## src/rtl/wb_regfile.sv

```systemverilog
// wb_regfile: write-back register file, r0 hardwired to 0, req/ack debug read port, saturating write counter.
// Latency: reads are combinational, writes commit at the clk edge, dbg_ack pulses the cycle after req is sampled.
// Never stalls the pipeline. Debug req is level-based and re-arms only after it drops. Optional RF_WB_BYPASS_EN: write-through reads.
module wb_regfile #(
   parameter int DATA_W   = 16,
   parameter int ADDR_W   = 4,
   parameter int NUM_REGS = 16,
   parameter int CNT_W    = 16
) (
   input  logic              clk,
   input  logic              rst,
   input  logic              we,
   input  logic [ADDR_W-1:0] waddr,
   input  logic [DATA_W-1:0] wdata,
   input  logic              re1,
   input  logic [ADDR_W-1:0] raddr1,
   output logic [DATA_W-1:0] rdata1,
   input  logic              re2,
   input  logic [ADDR_W-1:0] raddr2,
   output logic [DATA_W-1:0] rdata2,
   input  logic              dbg_req,
   input  logic [ADDR_W-1:0] dbg_addr,
   output logic              dbg_ack,
   output logic [DATA_W-1:0] dbg_data,
   output logic [CNT_W-1:0]  wr_count
);

   typedef enum logic [1:0] {
      DBG_IDLE = 2'd0,
      DBG_ACK  = 2'd1,
      DBG_HOLD = 2'd2
   } dbg_state_t;

   localparam logic [CNT_W-1:0] CNT_ONE = {{(CNT_W-1){1'b0}}, 1'b1};

   logic [DATA_W-1:0] regs [NUM_REGS];
   dbg_state_t        dbg_state, dbg_state_nxt;
   logic              dbg_cap;
   logic              wr_commit;
   logic              hit1, hit2;

   assign wr_commit = we && (waddr != '0);

   // Register array and committed-write counter.
   always_ff @(posedge clk or negedge rst) begin
      if (!rst) begin
         for (int i = 0; i < NUM_REGS; i++) begin
            regs[i] <= '0;
         end
         wr_count <= '0;
      end else if (wr_commit) begin
         regs[waddr] <= wdata;
         if (wr_count != '1) begin
            wr_count <= wr_count + CNT_ONE;
         end
      end
   end

`ifdef RF_WB_BYPASS_EN
   assign hit1 = wr_commit && (waddr == raddr1);
   assign hit2 = wr_commit && (waddr == raddr2);
`else
   assign hit1 = 1'b0;
   assign hit2 = 1'b0;
`endif

   always_comb begin
      rdata1 = '0;
      rdata2 = '0;
      if (rst && re1 && (raddr1 != '0)) begin
         rdata1 = hit1 ? wdata : regs[raddr1];
      end
      if (rst && re2 && (raddr2 != '0)) begin
         rdata2 = hit2 ? wdata : regs[raddr2];
      end
   end

   // Debug FSM: one capture and one ack per req assertion.
   always_ff @(posedge clk or negedge rst) begin
      if (!rst) begin
         dbg_state <= DBG_IDLE;
      end else begin
         dbg_state <= dbg_state_nxt;
      end
   end

   always_comb begin
      dbg_state_nxt = dbg_state;
      dbg_cap       = 1'b0;
      dbg_ack       = 1'b0;
      case (dbg_state)
         DBG_IDLE: begin
            if (dbg_req) begin
               dbg_cap       = 1'b1;
               dbg_state_nxt = DBG_ACK;
            end
         end
         DBG_ACK: begin
            dbg_ack       = 1'b1;
            dbg_state_nxt = DBG_HOLD;
         end
         DBG_HOLD: begin
            if (!dbg_req) begin
               dbg_state_nxt = DBG_IDLE;
            end
         end
         default: dbg_state_nxt = DBG_IDLE;
      endcase
   end

   // Capture sees the array before any write landing on the same edge.
   always_ff @(posedge clk or negedge rst) begin
      if (!rst) begin
         dbg_data <= '0;
      end else if (dbg_cap) begin
         dbg_data <= (dbg_addr == '0) ? '0 : regs[dbg_addr];
      end
   end

endmodule

```

## config.mk

```make
export PLATFORM = sky130hd
export DESIGN_NAME = wb_regfile
export DESIGN_NICKNAME = d
export VERILOG_FILES = /design/src/rtl/wb_regfile.sv
export SDC_FILE = /design/constraint.sdc
export NUM_CORES = 1
export LEC_CHECK = 0
export CELL_PAD_IN_SITES_DETAIL_PLACEMENT = 1
export CELL_PAD_IN_SITES_GLOBAL_PLACEMENT = 1
export CORE_MARGIN = 4
export CORE_UTILIZATION = 55
export CTS_CLUSTER_DIAMETER = 50
export CTS_CLUSTER_SIZE = 30
export DETAILED_ROUTE_END_ITERATION = 10
export GPL_TIMING_DRIVEN = 1
export PLACE_DENSITY = 0.84
export SLEW_MARGIN = 30
export SYNTH_ARGS = -nofsm -noshare
export SYNTH_HDL_FRONTEND = slang
export SYNTH_SLANG_ARGS = --single-unit
export TNS_END_PERCENT = 20
```

## constraint.sdc

```tcl
create_clock -name clk -period 3.4 [get_ports clk]
set_input_delay 0.34 -clock clk [delete_from_list [all_inputs] [get_ports clk]]
set_output_delay 0.34 -clock clk [all_outputs]
set_load 0.01 [all_outputs]
```

==> flow_metrics.py, run 1 <==
metrics = {
    "synth": {
        "yosysWarnings": 0,
        "synth_area_um2": 17430,
        "yosysSeqAreaShare": 0.4163,
        "ys_top_cells_by_area": "dfrtp_1 (42%), mux4_2 (16%), mux2_2 (14%), mux2i_1 (8.3%), mux2_4 (2.6%)",
        "ys_types": 56,
        "syn-mean-instance-area_um2": 13.67,
        "synth-main-ff-cell": "dfrtp_1",
        "async_reset_ff_frac": 1.000,
        "synthCells": 1275,
        "synth_edf_count": 0,
        "synth_top_area_frac": 0.4163,
        "synth_largest_area_cell": "dfrtp_1",
        "synth_seq_cells": 290,
        "synth_nets": 1314,
    },
    "flow_run": {
        "maxCapViolCount": 0,
    },
    "worst_setup_path": {
        "path_max_fanout": 12,
        "critical_path_buf_inv_count": 3,
        "cp_cell_sequence": "clkdlybuf4s50_1 > buf_4 > and2_1 > a22oi_1 > a22o_1 > a221o_1 > clkdlybuf4s50_1",
        "path_common_cell": "clkdlybuf4s50_1",
        "rr_startpoint": "wr_count[0]",
        "max_stage_delay_ns": 0.63,
        "crit_slowest_cell": "clkdlybuf4s50_1",
        "rr_worst_depth": 5,
        "crit_end": "rdata2[1]",
        "startpoint": "raddr2[2]",
        "cp_top_family": "buffers and inverters",
        "path_class": "in2out",
        "end_kind": "output pin",
        "worst-path-stages": 7,
        "ff2ff_setup_slack_ns": 1.23,
        "reg2reg_to": "wr_count[1]",
        "startpoint_type": "input port",
        "cp_data_required_time_ns": 3.06,
        "critical_path_arrival_ns": 3.03,
    },
    "drt": {
        "vias_per_cell": 7.483,
        "vias": 13343,
        "drtAntennaViolNets": 0,
        "drcViolationCount": 0,
        "routed_wl_um": 63310,
        "first_pass_iters": 7,
        "first_iter_violations": 1678,
        "wire_per_inst_um": 35.51,
    },
    "placed_design": {
        "place_congestion": 0.9364,
        "io_buffers": 102,
        "place_hpwl_um": 40370,
    },
    "cts": {
        "cts_max_level": 2,
        "cts_setup_buffers": 0,
        "clk_latency_ns": 0.53,
        "root_buffer": "clkbuf_16",
        "clk_pin_slew_ns": 0.06,
        "cts.path.max_buffers": 3,
        "cts_tree": "done",
        "cts_made_buffers": 37,
        "clkSinkCount": 290,
    },
    "timing": {
        "maxSlewViolCount": 0,
        "clock.fmax_mhz": 296.9,
        "post-route-min-period_ns": 3.368,
        "clock_skew_ns": 0.01052,
        "tightest_slew_ns": 0.9036,
        "setup_viol": 0,
        "min_period_over_period": 0.9907,
        "finalHoldViolCount": 0,
        "hold_slack_ns": 0.4207,
        "fin_setup_tns_ns": 0,
        "slew_headroom": 0.3964,
        "rsz0062_at_grt": "no",
    },
    "global_route": {
        "grt_pass1_wl_um": 95680,
        "grt_max_degree": 153,
        "grt.overflow.total": 0,
        "grt_pass1_vias": 14423,
        "antenna_found_initial": 4,
        "grt.total_usage": 0.3714,
    },
    "floorplan": {
        "coreArea_um2": 30910,
        "dieArea_um2": 34610,
        "fp-row-count": 64,
        "die_h_um": 186.0,
        "die_w_um": 186.0,
        "ios": 103,
        "initial_core_util": 0.5640,
    },
    "power_and_ir_drop": {
        "ir_worst_vdd_uv": 513.9,
        "power_leakage_nw": 8.519,
        "power.density_nw_per_um2": 630.3,
    },
    "run_status": {
        "outcome": "finished, final reports clean",
    },
    "layout": {
        "drive_gt1_frac": 0.3853,
        "final_nets": 1399,
        "n_fill_cell": 2828,
        "area_growth_pct": 15.62,
    },
    "min_path": {
        "hold_path.class": "reg2reg",
    },
}
-- cell usage after synthesis, drive strengths merged (10+ instances only) --
cell	number
a221o	13
a22o	13
a22oi	45
a32oi	35
and3	17
buf	71
clkbuf	62
dfrtp	290
mux2	242
mux2i	144
mux4	128
nand2	63
nand4	25
nor2	14
o211ai	22
o21ai	20
xnor2	10
-- worst min path at each step --
stage	from	endpoint	slack, ns	depth (start not counted)
2_1_floorplan	rst	dbg_data[0]	0.04	0
3_3_place_gp	regs[243]	regs[243]	0.39	0
3_5_place_dp	regs[240]	regs[240]	0.41	0
4_1_cts	rst	regs[211]	0.02	2
5_1_grt	regs[246]	regs[246]	0.44	0
6_report	regs[249]	regs[249]	0.42	0
-- stage by stage --
| stage | setup WS, ns | instances | cell area [µm²] | util | total power [mW] |
|---|---|---|---|---|---|
| global route | 0.008582 | 1782 | 20150 | 0.6520 | 13.13 |
| floorplan | 1.325 | 1275 | 17430 | - | 7.071 |
| CTS | 0.06934 | 1781 | 20130 | 0.6512 | 12.62 |
| detailed placement | 0.1230 | 1716 | 18920 | 0.6122 | 8.558 |
| finish | 0.03170 | 1783 | 20160 | 0.6521 | 12.70 |
| global placement | 0.1648 | 1716 | 18920 | 0.6121 | 8.280 |
-- layout make-up --
class / count / area (µm²) / area share
well taps: 396 / 495.5 / 0.02458
repair buffers: 179 / 1720 / 0.08535
clock inverters: 19 / 207.7 / 0.01030
diodes: 1 / 2.502 / 0.0001241
multi-input cells: 849 / 9463 / 0.4695
flip-flops and latches: 290 / 7257 / 0.3600
inverters: 3 / 11.26 / 0.0005587
clock buffers: 46 / 999.7 / 0.04960
-- logic make-up after synthesis --
family                     count (synthesis)  synth area share
AOI/OAI and AO/OA                        156           0.07120
muxes                                    514            0.4113
and+or+nand+nor                          168           0.05361
DFF                                      290            0.4163
buffers and inverters                    136           0.04191
xor gates and xnor gates                  10          0.005024
adders and majority gates                  1         0.0007176
-- state kept, by name, indices dropped and copies added, names as in the netlist --
register   flops
dbg_state      2
dbg_data      16
regs         256
wr_count      16
-- worst reg2reg max path: stages (launching register included) --
cell and delay (ns):
dfrtp_1 0.42, ha_1 0.25, and4_1 0.32, nand4_1 0.40, o21ai_2 0.31, mux2_2 0.36
-- layout by cell type, fill, tap and decap left out, types with 11 or more instances in the layout --
cell type	netlist	routed
dfrtp_1	290	290
mux2_2	211	211
mux2i_1	144	144
mux4_2	126	126
clkdlybuf4s50_1	0	95
buf_4	11	66
nand2_1	63	63
a22oi_1	45	45
clkbuf_16	0	37
a32oi_1	35	35
mux2_4	30	30
nand4_1	24	24
o211ai_1	22	22
and3_1	17	17
o21ai_0	16	16
a22o_1	13	13
a221o_1	13	13
nor2_2	9	11
-- per-layer routing --
layer	GRT usage	up-vias	wire length, µm
met5	0	-	42
met4	0.1731	8	3746
met3	0.07563	277	5838
met2	0.5920	948	29680
met1	0.4935	6939	24000
li1	-	5171	-
-- power breakdown --
group	switching (mW)	internal (mW)	total, mW
logic	1.59	1.91	3.50
clock network	1.71	2.23	3.94
registers	0.997	4.27	5.27
total	4.29	8.41	12.7
-- timing repair --
item / in CTS / in global routing
hold buffers: 0 / 1
hold endpoints to repair: 0 / 1
gates resized for setup: 0 / 2
endpoints found under the setup margin: 0 / 3
(Power assumes the default switching activity.)
==> inputs of run 2 (changes only) <==
- PLACE_DENSITY: 0.84 -> default
- PLACE_DENSITY_LB_ADDON: default -> 0.3
==> flow_metrics.py, run 2 (synthesis gave the netlist of run 1 again) <==
metrics = {
    "placed_design": {
        "io_buffers": 102,
        "place_congestion": 0.9241,
        "place_hpwl_um": 40730,
    },
    "drt": {
        "first_pass_iters": 6,
        "drtAntennaViolNets": 0,
        "vias": 13667,
        "routed_wl_um": 65640,
        "drcViolationCount": 0,
        "first_iter_violations": 1868,
        "wire_per_inst_um": 36.65,
        "vias_per_cell": 7.631,
    },
    "layout": {
        "area_growth_pct": 16.00,
        "multi_input_area_um2": 9473,
        "largest_reg_flops": 256,
        "n_fill_cell": 2835,
        "fin_util": 0.6543,
        "drive_gt1_frac": 0.3914,
        "top_register": "regs",
        "final_nets": 1405,
        "top_regs": "regs (256), dbg_data (16), wr_count (16)",
        "final_common_cell": "dfrtp_1",
        "seq_area_um2": 7257,
        "final_cell_mix": "dfrtp_1 (290), mux2_2 (211), mux2i_1 (144)",
        "antenna_cells": 0,
    },
    "worst_setup_path": {
        "path_class": "in2out",
        "critical_path_arrival_ns": 3.01,
        "ff2ff_setup_slack_ns": 1.20,
        "rr_startpoint": "wr_count[0]",
        "reg2reg_to": "wr_count[1]",
        "path_max_fanout": 22,
        "rr_worst_depth": 5,
        "startpoint_type": "input port",
        "end_kind": "output pin",
        "cp_data_required_time_ns": 3.06,
    },
    "power_and_ir_drop": {
        "ir_worst_vdd_uv": 450.2,
        "power_leakage_nw": 8.589,
        "power.density_nw_per_um2": 635.8,
    },
    "timing": {
        "clock_skew_ns": 0.02443,
        "rsz0062_at_grt": "no",
        "slew_headroom": 0.3745,
        "fin_setup_tns_ns": 0,
        "clock.fmax_mhz": 298.7,
        "maxSlewViolCount": 0,
        "min_period_over_period": 0.9848,
        "hold_slack_ns": 0.2520,
        "setup_viol": 0,
        "post-route-min-period_ns": 3.348,
        "finalHoldViolCount": 0,
        "tightest_slew_ns": 0.9363,
    },
    "floorplan": {
        "ios": 103,
        "die_w_um": 186.0,
        "dieArea_um2": 34610,
        "fp-row-count": 64,
        "initial_core_util": 0.5640,
        "coreArea_um2": 30910,
        "die_h_um": 186.0,
    },
    "cts": {
        "cts_tree": "done",
        "cts_made_buffers": 37,
        "clkSinkCount": 290,
        "cts_max_level": 2,
        "root_buffer": "clkbuf_16",
        "cts.path.max_buffers": 3,
        "clk_pin_slew_ns": 0.06,
        "clk_latency_ns": 0.54,
    },
    "global_route": {
        "grt_pass1_wl_um": 97260,
        "grt_max_degree": 116,
        "grt.total_usage": 0.3831,
        "grt.overflow.total": 0,
        "grt_pass1_vias": 14491,
        "antenna_found_initial": 4,
    },
    "run_status": {
        "outcome": "finished, final reports clean",
    },
    "flow_run": {
        "maxCapViolCount": 0,
    },
    "min_path": {
        "hold_path.class": "in2async",
    },
}
-- run 2: cell types whose count changed in the layout (fill, tap and decap cells not counted), moves of 3 or more --
cell	before	now
buf_4	66	75
clkinv_4	3	8
clkbuf_1	5	2
clkinv_8	3	0
-- run 2: stage by stage --
stage | std cells | power (mW) | worst slack, ns | area (µm²)
floorplan | 1275 | 7.071 | 1.325 | 17430
global placement | 1722 | 8.342 | 0.1773 | 18940
detailed placement | 1722 | 8.606 | 0.07508 | 18950
CTS | 1791 | 12.76 | 0.005493 | 20200
global route | 1791 | 13.26 | 0.01097 | 20220
finish | 1791 | 12.86 | 0.05176 | 20220
-- run 2: what timing repair did --
action	in CTS	in global routing
hold endpoints to repair	16	0
setup endpoints to repair	1	12
setup buffers	0	0
hold buffers	1	0
gates resized for setup	1	5
-- run 2: critical path: stages --
cell             delay (ns)
dlygate4sd3_1          0.58
buf_12                 0.20
and3b_1                0.23
o31a_1                 0.19
buf_4                  0.24
nor2b_2                0.22
buf_4                  0.17
a221o_1                0.22
clkdlybuf4s50_1        0.60
-- run 2: worst max-delay path by stage --
stage	to	slack (ns)	cells past startpoint	start
after floorplan	rdata2[10]	1.33	6	raddr2[0]
after global placement	rdata2[0]	0.18	6	raddr2[2]
after detailed placement	rdata2[1]	0.08	6	raddr2[2]
after CTS	rdata1[10]	0.005	9	rst
after global routing	rdata1[1]	0.01	9	rst
final	rdata1[1]	0.05	9	rst
-- run 2: cell type report --
| type | count | area share |
|---|---|---|
| multi-input combinational | 849 | 0.4684 |
| clock buffer | 43 | 0.04999 |
| tap | 396 | 0.02450 |
| sequential | 290 | 0.3588 |
| timing repair buffer | 185 | 0.08637 |
| clock inverter | 25 | 0.01132 |
| inverter | 3 | 0.0005568 |
-- run 2: power breakdown --
group / switching, mW / total (mW) / internal [mW]
clock: 1.74 / 4.02 / 2.28
sequential: 0.980 / 5.25 / 4.27
combinational: 1.67 / 3.59 / 1.92
total: 4.39 / 12.9 / 8.46
-- run 2: metal layers --
| layer | vias to the layer above | global-route usage | routed length, µm | part of all wire |
|---|---|---|---|---|
| met5 | - | 0 | 28 | 0.00043 |
| met4 | 6 | 0.1909 | 3868 | 0.059 |
| met3 | 296 | 0.1173 | 7612 | 0.12 |
| met2 | 1078 | 0.5717 | 29900 | 0.46 |
| met1 | 7097 | 0.5126 | 24230 | 0.37 |
| li1 | 5190 | - | - | - |
==> inputs of run 3 (changes only) <==
- GPL_TIMING_DRIVEN: 1 -> 0
- SKIP_LAST_GASP: default -> 1
- SLEW_MARGIN: 30 -> default
==> flow_metrics.py, run 3 (synthesis gave the netlist of run 1 again) <==
metrics = {
    "layout": {
        "top_register": "regs",
        "final_nets": 1463,
        "top_regs": "regs (256), dbg_data (16), wr_count (16)",
        "area_growth_pct": 17.82,
        "final_cell_mix": "dfrtp_1 (290), mux2_2 (211), mux2i_1 (144)",
        "drive_gt1_frac": 0.3712,
        "largest_reg_flops": 256,
        "final_common_cell": "dfrtp_1",
        "final_area_um2": 20540,
    },
    "drt": {
        "first_iter_violations": 1479,
        "first_pass_iters": 6,
        "drtAntennaViolNets": 0,
        "wire_per_inst_um": 34.90,
        "routed_wl_um": 64540,
        "vias": 13583,
        "drcViolationCount": 0,
        "vias_per_cell": 7.346,
    },
    "floorplan": {
        "dieArea_um2": 34610,
        "ios": 103,
        "fp-row-count": 64,
        "die_w_um": 186.0,
        "coreArea_um2": 30910,
        "die_h_um": 186.0,
        "initial_core_util": 0.5640,
    },
    "timing": {
        "tightest_slew_ns": 0.9554,
        "fin_setup_tns_ns": -0.5292,
        "rsz0062_at_grt": "yes",
        "slew_headroom": 0.3631,
        "setup_ws_ns": -0.1197,
        "clock.fmax_mhz": 284.1,
        "maxSlewViolCount": 0,
        "min_period_over_period": 1.035,
        "post-route-min-period_ns": 3.520,
        "finalHoldViolCount": 0,
        "clock_skew_ns": 0.02074,
        "setup_viol": 10,
    },
    "cts": {
        "cts_made_buffers": 37,
        "cts_setup_buffers": 0,
        "cts_tree": "done",
        "clkSinkCount": 290,
        "root_buffer": "clkbuf_16",
        "cts_max_level": 2,
        "cts.path.max_buffers": 3,
        "clk_pin_slew_ns": 0.05,
        "clk_latency_ns": 0.54,
    },
    "power_and_ir_drop": {
        "power_leakage_nw": 8.702,
        "p_switching_mw": 4.380,
        "power.internal_mw": 8.622,
        "p_sw_frac": 0.3369,
        "power.density_nw_per_um2": 633.0,
        "power.share.clock": 0.318,
        "finalPower_mw": 13.00,
        "combPwrFrac": 0.276,
        "seq_power_share": 0.406,
        "ir_worst_vdd_uv": 497.3,
    },
    "worst_setup_path": {
        "end_kind": "output pin",
        "startpoint_type": "input port",
        "rr_worst_depth": 6,
        "path_max_fanout": 10,
        "critical_path_arrival_ns": 3.18,
        "path_class": "in2out",
        "cp_data_required_time_ns": 3.06,
    },
    "global_route": {
        "grt_pass1_wl_um": 95130,
        "grt_max_degree": 55,
        "grt.overflow.total": 0,
        "grt.total_usage": 0.3737,
        "antenna_found_initial": 0,
        "grt_pass1_vias": 14351,
    },
    "run_status": {
        "violations": "setup timing",
        "outcome": "complete, but fails checks",
    },
    "min_path": {
        "hold_path.class": "in2reg",
        "holdPathStages": 3,
    },
    "placed_design": {
        "dp_slack_ns": -0.9572,
        "io_buffers": 94,
        "placed_cell_area_um2": 18930,
        "place_hpwl_um": 44300,
        "place_congestion": 0.9367,
    },
    "flow_run": {
        "maxCapViolCount": 0,
    },
}
run 3: cell types whose count changed in the layout (fill, tap and decap cells not counted), moves of 3 or more:
cell and change:
buf_4 -64, clkbuf_1 +52, buf_2 +37, clkbuf_2 +12, buf_6 +7, clkinv_4 -7, buf_1 +6, buf_16 +6
dlygate4sd3_1 +5, buf_12 -3, bufbuf_16 +3
run 3: power groups by stage:
stage,registers [mW],logic [mW],clock network [mW]
after floorplan,4.93,2.14,0
after global routing,5.36,3.75,4.31
final,5.28,3.59,4.13
after global placement,5.07,3.22,0
after detailed placement,5.21,3.38,0
after CTS,5.22,3.51,4.15
run 3: metrics by stage:
stage                     hold slack [ns]    util  instances
after floorplan                   0.04441       -       1275
after CTS                          0.4374  0.6641       1848
final                              0.4439  0.6645       1849
after detailed placement           0.3864  0.6124       1767
after global routing               0.4437  0.6644       1848
after global placement             0.4694  0.6105       1765
run 3: final cells by class:
| cell class | instances | area [µm²] |
|---|---|---|
| Fill cell | 2859 | 10370 |
| Multi-Input combinational cell | 849 | 9450 |
| Sequential cell | 290 | 7257 |
| Timing Repair Buffer | 111 | 1314 |
| Clock buffer | 45 | 1018 |
| Buffer | 132 | 729.5 |
| Tap cell | 396 | 495.5 |
| Clock inverter | 22 | 261.5 |
| Inverter | 3 | 11.26 |
| Antenna cell | 1 | 2.502 |
run 3: repair_timing:
item,4_1_cts,5_1_grt
pin swaps,1,0
hold buffers,12,0
setup endpoints to repair,32,20
gates resized for setup,9,12
hold endpoints to repair,124,0
cloned,3,0
run 3: path summary, 6_finish.rpt:
kind,to,slack [ns],start
max in group asynchronous,regs[179],2.35,rst
hold reg to reg,regs[243],0.50,regs[243]
setup / recovery,rdata2[6],-0.12,raddr2[1]
hold / removal,dbg_state[1],0.44,dbg_req
min in group asynchronous,dbg_data[8],0.52,rst
setup reg to reg,dbg_data[13],1.25,dbg_state[0]
run 3: metal layers:
| metal | up-vias | wire length (µm) | track usage |
|---|---|---|---|
| met5 | - | 0 | 0 |
| met2 | 1001 | 30080 | 0.5847 |
| met4 | 0 | 3746 | 0.1842 |
| met1 | 7009 | 24380 | 0.4938 |
| met3 | 272 | 6330 | 0.08794 |
| li1 | 5301 | - | - |
run 3: worst max-delay path: stages:
cell and delay [ns]:
buf_2 0.33, buf_2 0.46, buf_1 0.63, mux4_2 0.43, nand4_1 0.12, o211ai_1 0.23, clkdlybuf4s50_1 0.63
